--- src/rtl/muldiv_if.sv ---
// muldiv_if: request/response bundle for muldiv_unit.
//   Request side : flush, in_valid/in_ready, func3, a, b, tag_in
//   Response side: out_valid/out_ready, result, tag_out
// master = issuing stage (execute pipeline), slave = muldiv_unit.
interface muldiv_if #(
  parameter int XLEN  = 32,
  parameter int TAG_W = 5
);
  logic             flush;
  logic             in_valid;
  logic             in_ready;
  logic [2:0]       func3;
  logic [XLEN-1:0]  a;
  logic [XLEN-1:0]  b;
  logic [TAG_W-1:0] tag_in;
  logic             out_valid;
  logic             out_ready;
  logic [XLEN-1:0]  result;
  logic [TAG_W-1:0] tag_out;

  modport master (
    output flush, in_valid, func3, a, b, tag_in, out_ready,
    input  in_ready, out_valid, result, tag_out
  );

  modport slave (
    input  flush, in_valid, func3, a, b, tag_in, out_ready,
    output in_ready, out_valid, result, tag_out
  );
endinterface

--- src/rtl/muldiv_unit.sv ---
// muldiv_unit: sequential RV32M/RV64M multiply/divide unit.
// Multiplies are shift-add over operand magnitudes, divides are restoring
// radix-2; both take XLEN iteration cycles plus one sign-fix cycle.
// Divide-by-zero and signed overflow (and all multiplies when FAST_MUL=1)
// complete on the accept edge.
// Ports:
//   clk - clock, rst - synchronous active-high reset
//   bus - muldiv_if slave: flush, in_valid/in_ready, func3, a, b, tag_in,
//         out_valid/out_ready, result, tag_out
module muldiv_unit #(
  parameter int XLEN     = 32,
  parameter int TAG_W    = 5,
  parameter int FAST_MUL = 0
) (
  input  logic     clk,
  input  logic     rst,
  muldiv_if.slave  bus
);

  localparam int CW = $clog2(XLEN);
  localparam logic [CW-1:0] CNT_LAST = CW'(XLEN - 1);

  localparam logic [1:0] IDLE = 2'd0;
  localparam logic [1:0] CALC = 2'd1;
  localparam logic [1:0] FIX  = 2'd2;
  localparam logic [1:0] DONE = 2'd3;

  localparam logic [XLEN-1:0] INT_MIN = {1'b1, {(XLEN-1){1'b0}}};

  function automatic logic [XLEN-1:0] cond_neg(input logic [XLEN-1:0] x, input logic en);
    return en ? ('0 - x) : x;
  endfunction

  function automatic logic [2*XLEN-1:0] cond_neg2(input logic [2*XLEN-1:0] x, input logic en);
    return en ? ('0 - x) : x;
  endfunction

  logic [1:0]       state_q, state_d;
  logic [CW-1:0]    cnt_q, cnt_d;
  logic [XLEN-1:0]  hi_q, hi_d;     // product high half / partial remainder
  logic [XLEN-1:0]  lo_q, lo_d;     // multiplier -> product low half / dividend -> quotient
  logic [XLEN-1:0]  opnd_q, opnd_d; // multiplicand or divisor magnitude
  logic [2:0]       op_q, op_d;
  logic             neg_q, neg_d;   // negate product or quotient in FIX
  logic             negr_q, negr_d; // negate remainder in FIX
  logic [TAG_W-1:0] tag_q, tag_d;
  logic [XLEN-1:0]  res_q, res_d;
  logic [TAG_W-1:0] tago_q, tago_d;

  logic                   is_div, a_sgn, b_sgn, a_neg, b_neg, b_zero, ovf, take_fast;
  logic [XLEN-1:0]        a_mag, b_mag, fast_res, fix_res, quo, rem;
  logic [XLEN:0]          sum, shifted, diff;
  logic [2*XLEN-1:0]      prod_f;
  logic signed [2*XLEN-1:0] fa, fb, fprod;

  always_comb begin
    // Request decode (only meaningful while IDLE)
    is_div = bus.func3[2];
    a_sgn  = is_div ? ~bus.func3[0] : (bus.func3[1:0] == 2'b01 || bus.func3[1:0] == 2'b10);
    b_sgn  = is_div ? ~bus.func3[0] : (bus.func3[1:0] == 2'b01);
    a_neg  = a_sgn & bus.a[XLEN-1];
    b_neg  = b_sgn & bus.b[XLEN-1];
    a_mag  = cond_neg(bus.a, a_neg);
    b_mag  = cond_neg(bus.b, b_neg);
    b_zero = (bus.b == '0);
    ovf    = ~bus.func3[0] && (bus.a == INT_MIN) && (bus.b == '1);

    // Sign-extending to 2*XLEN makes the truncated product correct for
    // every signed/unsigned operand mix.
    fa    = {{XLEN{a_neg}}, bus.a};
    fb    = {{XLEN{b_neg}}, bus.b};
    fprod = fa * fb;

    if (is_div && b_zero)      fast_res = bus.func3[1] ? bus.a : '1;
    else if (is_div && ovf)    fast_res = bus.func3[1] ? '0 : bus.a;
    else if (bus.func3 == 3'b000) fast_res = fprod[XLEN-1:0];
    else                       fast_res = fprod[2*XLEN-1:XLEN];
    take_fast = is_div ? (b_zero | ovf) : (FAST_MUL != 0);

    // One shift-add step
    sum     = {1'b0, hi_q} + (lo_q[0] ? {1'b0, opnd_q} : '0);
    // One restoring-divide step; diff[XLEN] set means the trial subtract failed
    shifted = {hi_q, lo_q[XLEN-1]};
    diff    = shifted - {1'b0, opnd_q};

    // Sign correction and half select
    prod_f = cond_neg2({hi_q, lo_q}, neg_q);
    quo    = cond_neg(lo_q, neg_q);
    rem    = cond_neg(hi_q, negr_q);
    if (op_q[2])              fix_res = op_q[1] ? rem : quo;
    else if (op_q == 3'b000)  fix_res = prod_f[XLEN-1:0];
    else                      fix_res = prod_f[2*XLEN-1:XLEN];
  end

  always_comb begin
    state_d = state_q;
    cnt_d   = cnt_q;
    hi_d    = hi_q;
    lo_d    = lo_q;
    opnd_d  = opnd_q;
    op_d    = op_q;
    neg_d   = neg_q;
    negr_d  = negr_q;
    tag_d   = tag_q;
    res_d   = res_q;
    tago_d  = tago_q;

    if (bus.flush) begin
      // Abort wins over accept and over the result handshake
      state_d = IDLE;
    end else begin
      case (state_q)
        IDLE: begin
          if (bus.in_valid) begin
            op_d  = bus.func3;
            tag_d = bus.tag_in;
            if (take_fast) begin
              res_d   = fast_res;
              tago_d  = bus.tag_in;
              state_d = DONE;
            end else begin
              hi_d    = '0;
              lo_d    = is_div ? a_mag : b_mag;
              opnd_d  = is_div ? b_mag : a_mag;
              neg_d   = a_neg ^ b_neg;
              negr_d  = a_neg;
              cnt_d   = '0;
              state_d = CALC;
            end
          end
        end
        CALC: begin
          if (op_q[2]) begin
            if (diff[XLEN]) begin
              hi_d = shifted[XLEN-1:0];
              lo_d = {lo_q[XLEN-2:0], 1'b0};
            end else begin
              hi_d = diff[XLEN-1:0];
              lo_d = {lo_q[XLEN-2:0], 1'b1};
            end
          end else begin
            hi_d = sum[XLEN:1];
            lo_d = {sum[0], lo_q[XLEN-1:1]};
          end
          cnt_d = cnt_q + CW'(1);
          if (cnt_q == CNT_LAST) state_d = FIX;
        end
        FIX: begin
          res_d   = fix_res;
          tago_d  = tag_q;
          state_d = DONE;
        end
        default: begin
          if (bus.out_ready) state_d = IDLE;
        end
      endcase
    end
  end

  always_ff @(posedge clk) begin
    if (rst) begin
      state_q <= IDLE;
      cnt_q   <= '0;
      hi_q    <= '0;
      lo_q    <= '0;
      opnd_q  <= '0;
      op_q    <= '0;
      neg_q   <= 1'b0;
      negr_q  <= 1'b0;
      tag_q   <= '0;
      res_q   <= '0;
      tago_q  <= '0;
    end else begin
      state_q <= state_d;
      cnt_q   <= cnt_d;
      hi_q    <= hi_d;
      lo_q    <= lo_d;
      opnd_q  <= opnd_d;
      op_q    <= op_d;
      neg_q   <= neg_d;
      negr_q  <= negr_d;
      tag_q   <= tag_d;
      res_q   <= res_d;
      tago_q  <= tago_d;
    end
  end

  assign bus.in_ready  = (state_q == IDLE);
  assign bus.out_valid = (state_q == DONE);
  assign bus.result    = res_q;
  assign bus.tag_out   = tago_q;

endmodule

--- src/flat_wrapper.sv ---
// flat-port wrapper written by rule: the top's interface ports become plain ports
module muldiv_unit_flat 
#(
  parameter int XLEN     = 32,
  parameter int TAG_W    = 5,
  parameter int FAST_MUL = 0
)
  (clk, rst, bus_flush, bus_in_valid, bus_func3, bus_a, bus_b, bus_tag_in, bus_out_ready, bus_in_ready, bus_out_valid, bus_result, bus_tag_out);
  muldiv_if #(.XLEN(XLEN), .TAG_W(TAG_W)) bus_i ();
  input  logic clk;
  input  logic rst;
  input wire logic [$bits(bus_i.flush)-1:0] bus_flush;
  input wire logic [$bits(bus_i.in_valid)-1:0] bus_in_valid;
  input wire logic [$bits(bus_i.func3)-1:0] bus_func3;
  input wire logic [$bits(bus_i.a)-1:0] bus_a;
  input wire logic [$bits(bus_i.b)-1:0] bus_b;
  input wire logic [$bits(bus_i.tag_in)-1:0] bus_tag_in;
  input wire logic [$bits(bus_i.out_ready)-1:0] bus_out_ready;
  output wire logic [$bits(bus_i.in_ready)-1:0] bus_in_ready;
  output wire logic [$bits(bus_i.out_valid)-1:0] bus_out_valid;
  output wire logic [$bits(bus_i.result)-1:0] bus_result;
  output wire logic [$bits(bus_i.tag_out)-1:0] bus_tag_out;
  assign bus_i.flush = bus_flush;
  assign bus_i.in_valid = bus_in_valid;
  assign bus_i.func3 = bus_func3;
  assign bus_i.a = bus_a;
  assign bus_i.b = bus_b;
  assign bus_i.tag_in = bus_tag_in;
  assign bus_i.out_ready = bus_out_ready;
  assign bus_in_ready = bus_i.in_ready;
  assign bus_out_valid = bus_i.out_valid;
  assign bus_result = bus_i.result;
  assign bus_tag_out = bus_i.tag_out;
  muldiv_unit #(.XLEN(XLEN), .TAG_W(TAG_W), .FAST_MUL(FAST_MUL)) u_core (.clk(clk), .rst(rst), .bus(bus_i));
endmodule
--- config.mk ---
export PLATFORM = sky130hd
export DESIGN_NAME = muldiv_unit_flat
export DESIGN_NICKNAME = d
export VERILOG_FILES = /design/src/rtl/muldiv_if.sv /design/src/rtl/muldiv_unit.sv /design/src/flat_wrapper.sv
export SDC_FILE = /design/constraint.sdc
export NUM_CORES = 2
export LEC_CHECK = 0
export CORE_MARGIN = 1
export CORE_UTILIZATION = 56
export CTS_CLUSTER_DIAMETER = 120
export DETAILED_ROUTE_END_ITERATION = 8
export DONT_BUFFER_PORTS = 1
export GPL_TIMING_DRIVEN = 1
export PLACE_DENSITY_LB_ADDON = 0.2
export RECOVER_POWER = 25
export SLEW_MARGIN = 20
export SYNTH_ARGS = -nofsm -noshare
export SYNTH_HDL_FRONTEND = slang
export SYNTH_SLANG_ARGS = --single-unit
--- constraint.sdc ---
create_clock -name clk -period 26.7 [get_ports clk]
set_input_delay 4.005 -clock clk [delete_from_list [all_inputs] [get_ports clk]]
set_output_delay 4.005 -clock clk [all_outputs]
set_load 0.05 [all_outputs]
==> results.cfg <==
[grt]
grt_max_degree = 122
grt_pass1_wl_mm = 257.5
overflow = 0
antenna_found_initial = 10
first_global_vias = 43980
track_usage = 0.3580

[synth]
synthCells = 6226
synth_nets = 7706
synthFlopType = dfxtp_1
synth_seq_cells = 150
synth_area_per_cell_sq_um = 8.355
ys_warn_count = 0
ys_types = 87
async_reset_ff_frac = 0
ys_seq_area_frac = 0.05773
syn_area_sq_um = 52020
synth_edf_count = 0

[timing]
fin_crit_sh = 0.4758
fmax_ghz = 0.07871
slew_headroom = 0.2525
period_minus_slack_ns = 12.70
finalSetupViolations = 0
finalMaxSlewViolations = 0
rsz0062_at_grt = no
setup-tns-final_ns = 0
hold_viol_final = 0
worst_slew_pin_slew_ns = 1.119
skew_ns = 0.01307

[cts]
cts_buffer_depth = 2
cts_tree = built
insertion_delay_ns = 0.45
path_clk_slew_ns = 0.07
post-cts-setup-buffers = 0
ctsResizeCount = 0
cts_root_buf = clkbuf_16
cts_buffers = 17
numClockSinks = 150
h-tree-depth = 4
hold_buffers = 0

[setup_path]
cp_data_arrival_time_ns = 13.05
cp-end-kind = register
worst-r2r-cell-count = 10
reg2reg_slack_ns = 21.86
slowest_stage = fa_1
worstReg2RegEnd = u_core.bus.result[2]
cp_common_cell = inv_1
crit_path_start_kind = primary input
r2r_start = u_core.lo_q[0]
crit_type = primary input to register
critPathRequiredTime_ns = 27.05
max_stage_delay_ns = 0.83
cp_max_fo = 34

[floorplan]
rows = 111
start_util = 0.5667
ios = 116
dieArea_sq_um = 94110
coreArea_sq_um = 91800
die_w_microns = 306.8
die_h_microns = 306.8

[routing]
via_per_inst = 6.001
drtAntennaViolNets = 0
dr.pass1.iters = 7
drtIter0Drc = 4131
vias = 42660
route.detailed.drc = 0
wl_per_cell_microns = 23.18
met3_length_mm = 18.52
wl_met1_mm = 65.13
top_layer_used = met5
wl_mm = 164.8
wl_met2_mm = 74.13

[cells_and_area]
drive_above_1_share = 0.01894
multi_input_comb_area_sq_um = 42950
nNetsFinal = 7328
area_growth_pct = 1.657
nFillCells = 8273
regArea_sq_um = 3008

[placement]
hpwl_mm = 123.2
gp_congestion = 1.006
io_buffers = 0

[flow_run]
maxCapViolCount = 0

[worst_hold_path]
whs_endpoint = u_core.opnd_q[23]
whs_path_depth = 2
hold_start = u_core.opnd_q[23]
hold_class = register to register

[run_status]
outcome = finished clean
-- stage by stage --
step / util / hold WS [ns] / instances / area, sq um / setup slack, ns
after floorplan: - / 0.4319 / 6226 / 52020 / 14.33
after global placement: 0.5684 / 0.4387 / 7072 / 52180 / 13.81
after detailed placement: 0.5684 / 0.4433 / 7072 / 52180 / 13.66
after CTS: 0.5759 / 0.4524 / 7104 / 52870 / 14.11
after global routing: 0.5759 / 0.4617 / 7104 / 52870 / 13.57
final: 0.5760 / 0.4523 / 7109 / 52880 / 14.00
-- synth_stat cells, drive strengths merged, types with 30 or more instances --
cell type / number / area, sq um
a21oi: 203 / 1027
a211oi: 74 / 560.5
xnor2: 111 / 972.2
nor2: 308 / 1156
mux2i: 71 / 710.7
inv: 1187 / 4456
ha: 288 / 3603
or3: 30 / 187.7
nand4: 31 / 193.9
o31ai: 35 / 262.8
nor3: 86 / 440.4
and3: 36 / 225.2
dfxtp: 150 / 3003
buf: 105 / 437.9
clkbuf: 320 / 1202
nand2: 966 / 3628
nand3: 49 / 250.2
and2: 305 / 1908
a21o: 53 / 397.9
xor2: 117 / 1025
o211ai: 37 / 277.8
fa: 1115 / 22320
o21ai: 211 / 1067
-- layer usage --
metal / up-vias / GRT usage
met2: 2145 / 0.5658
met4: 8 / 0.1293
met5: - / 0.005685
met1: 21710 / 0.4761
li1: 18420 / -
met3: 379 / 0.09104
-- flip-flops by register name, indices dropped and copies added, names as in the netlist --
signal,cells
u_core.bus.result,32
u_core.hi_q,32
u_core.lo_q,32
u_core.opnd_q,32
u_core.bus.tag_out,5
u_core.cnt_q,5
u_core.tag_q,5
u_core.op_q,3
u_core.state_q,2
u_core.neg_q,1
u_core.negr_q,1
-- worst max-delay path by stage --
| stage | startpoint | to | slack [ns] | cells after the start |
|---|---|---|---|---|
| final | bus_func3[1] | u_core.bus.result[23] | 14.00 | 34 |
| after global routing | bus_func3[1] | u_core.bus.result[23] | 13.57 | 34 |
| after CTS | bus_func3[1] | u_core.bus.result[23] | 14.11 | 34 |
| after detailed placement | bus_func3[1] | u_core.bus.result[23] | 13.66 | 34 |
| after global placement | bus_func3[1] | u_core.bus.result[23] | 13.81 | 34 |
| after floorplan | bus_func3[1] | u_core.bus.result[23] | 14.33 | 35 |
-- kinds of logic (layout without fill, tap and decap cells) --
| kind of cell | Yosys count | in the layout | synth area share |
|---|---|---|---|
| compound gates | 826 | 826 | 0.1029 |
| xor+xnor | 228 | 228 | 0.03839 |
| fa+ha+maj | 1403 | 1403 | 0.4984 |
| buf+inv | 1614 | 1249 | 0.1173 |
| flops | 150 | 150 | 0.05773 |
| mux | 85 | 85 | 0.01669 |
| other cells | 0 | 5 | 0 |
| simple gates | 1920 | 1920 | 0.1686 |
-- area by class of cell --
type | instances | share of cell area
Antenna cell | 5 | 0.0002366
Clock buffer | 20 | 0.008257
Clock inverter | 12 | 0.004708
Inverter | 1189 | 0.08440
Multi-Input combinational cell | 4462 | 0.8121
Sequential cell | 150 | 0.05688
Tap cell | 1243 | 0.02941
Timing Repair Buffer | 28 | 0.003975
-- critical path, delay by kind of cell --
family,cells,cell delay (ns)
XOR/XNOR,1,0.16
AO/OA/AOI/OAI,8,1.45
AND/OR/NAND/NOR,3,0.46
adder cells (fa/ha/maj),10,4.95
buffers and inverters,12,2.02
-- placed cells by master, fill, tap and decap left out, types with 8 or more instances in the layout --
master / instances
inv_1: 1186
fa_1: 1115
nand2_1: 965
nor2_1: 306
and2_1: 304
ha_1: 287
o21ai_0: 206
a21oi_1: 202
dfxtp_1: 148
xor2_1: 117
xnor2_1: 110
nor3_1: 83
a211oi_1: 73
mux2i_1: 71
a21o_1: 53
nand3_1: 48
o211ai_1: 37
and3_1: 36
o31ai_1: 35
nand4_1: 31
or3_1: 30
buf_4: 28
a31oi_1: 25
nand2b_1: 22
or4_1: 21
a22o_1: 20
nor4_1: 18
o21a_1: 17
o41ai_1: 17
clkbuf_16: 17
a22oi_1: 15
mux2_2: 14
a221oi_1: 13
o22ai_1: 12
or2_2: 11
nor2b_1: 11
o221ai_1: 10
o21bai_1: 9
a211o_1: 8
Power is left out: the tool's default activity adds up to more than one toggle a clock period on the data nets, which glitch-free logic cannot reach.
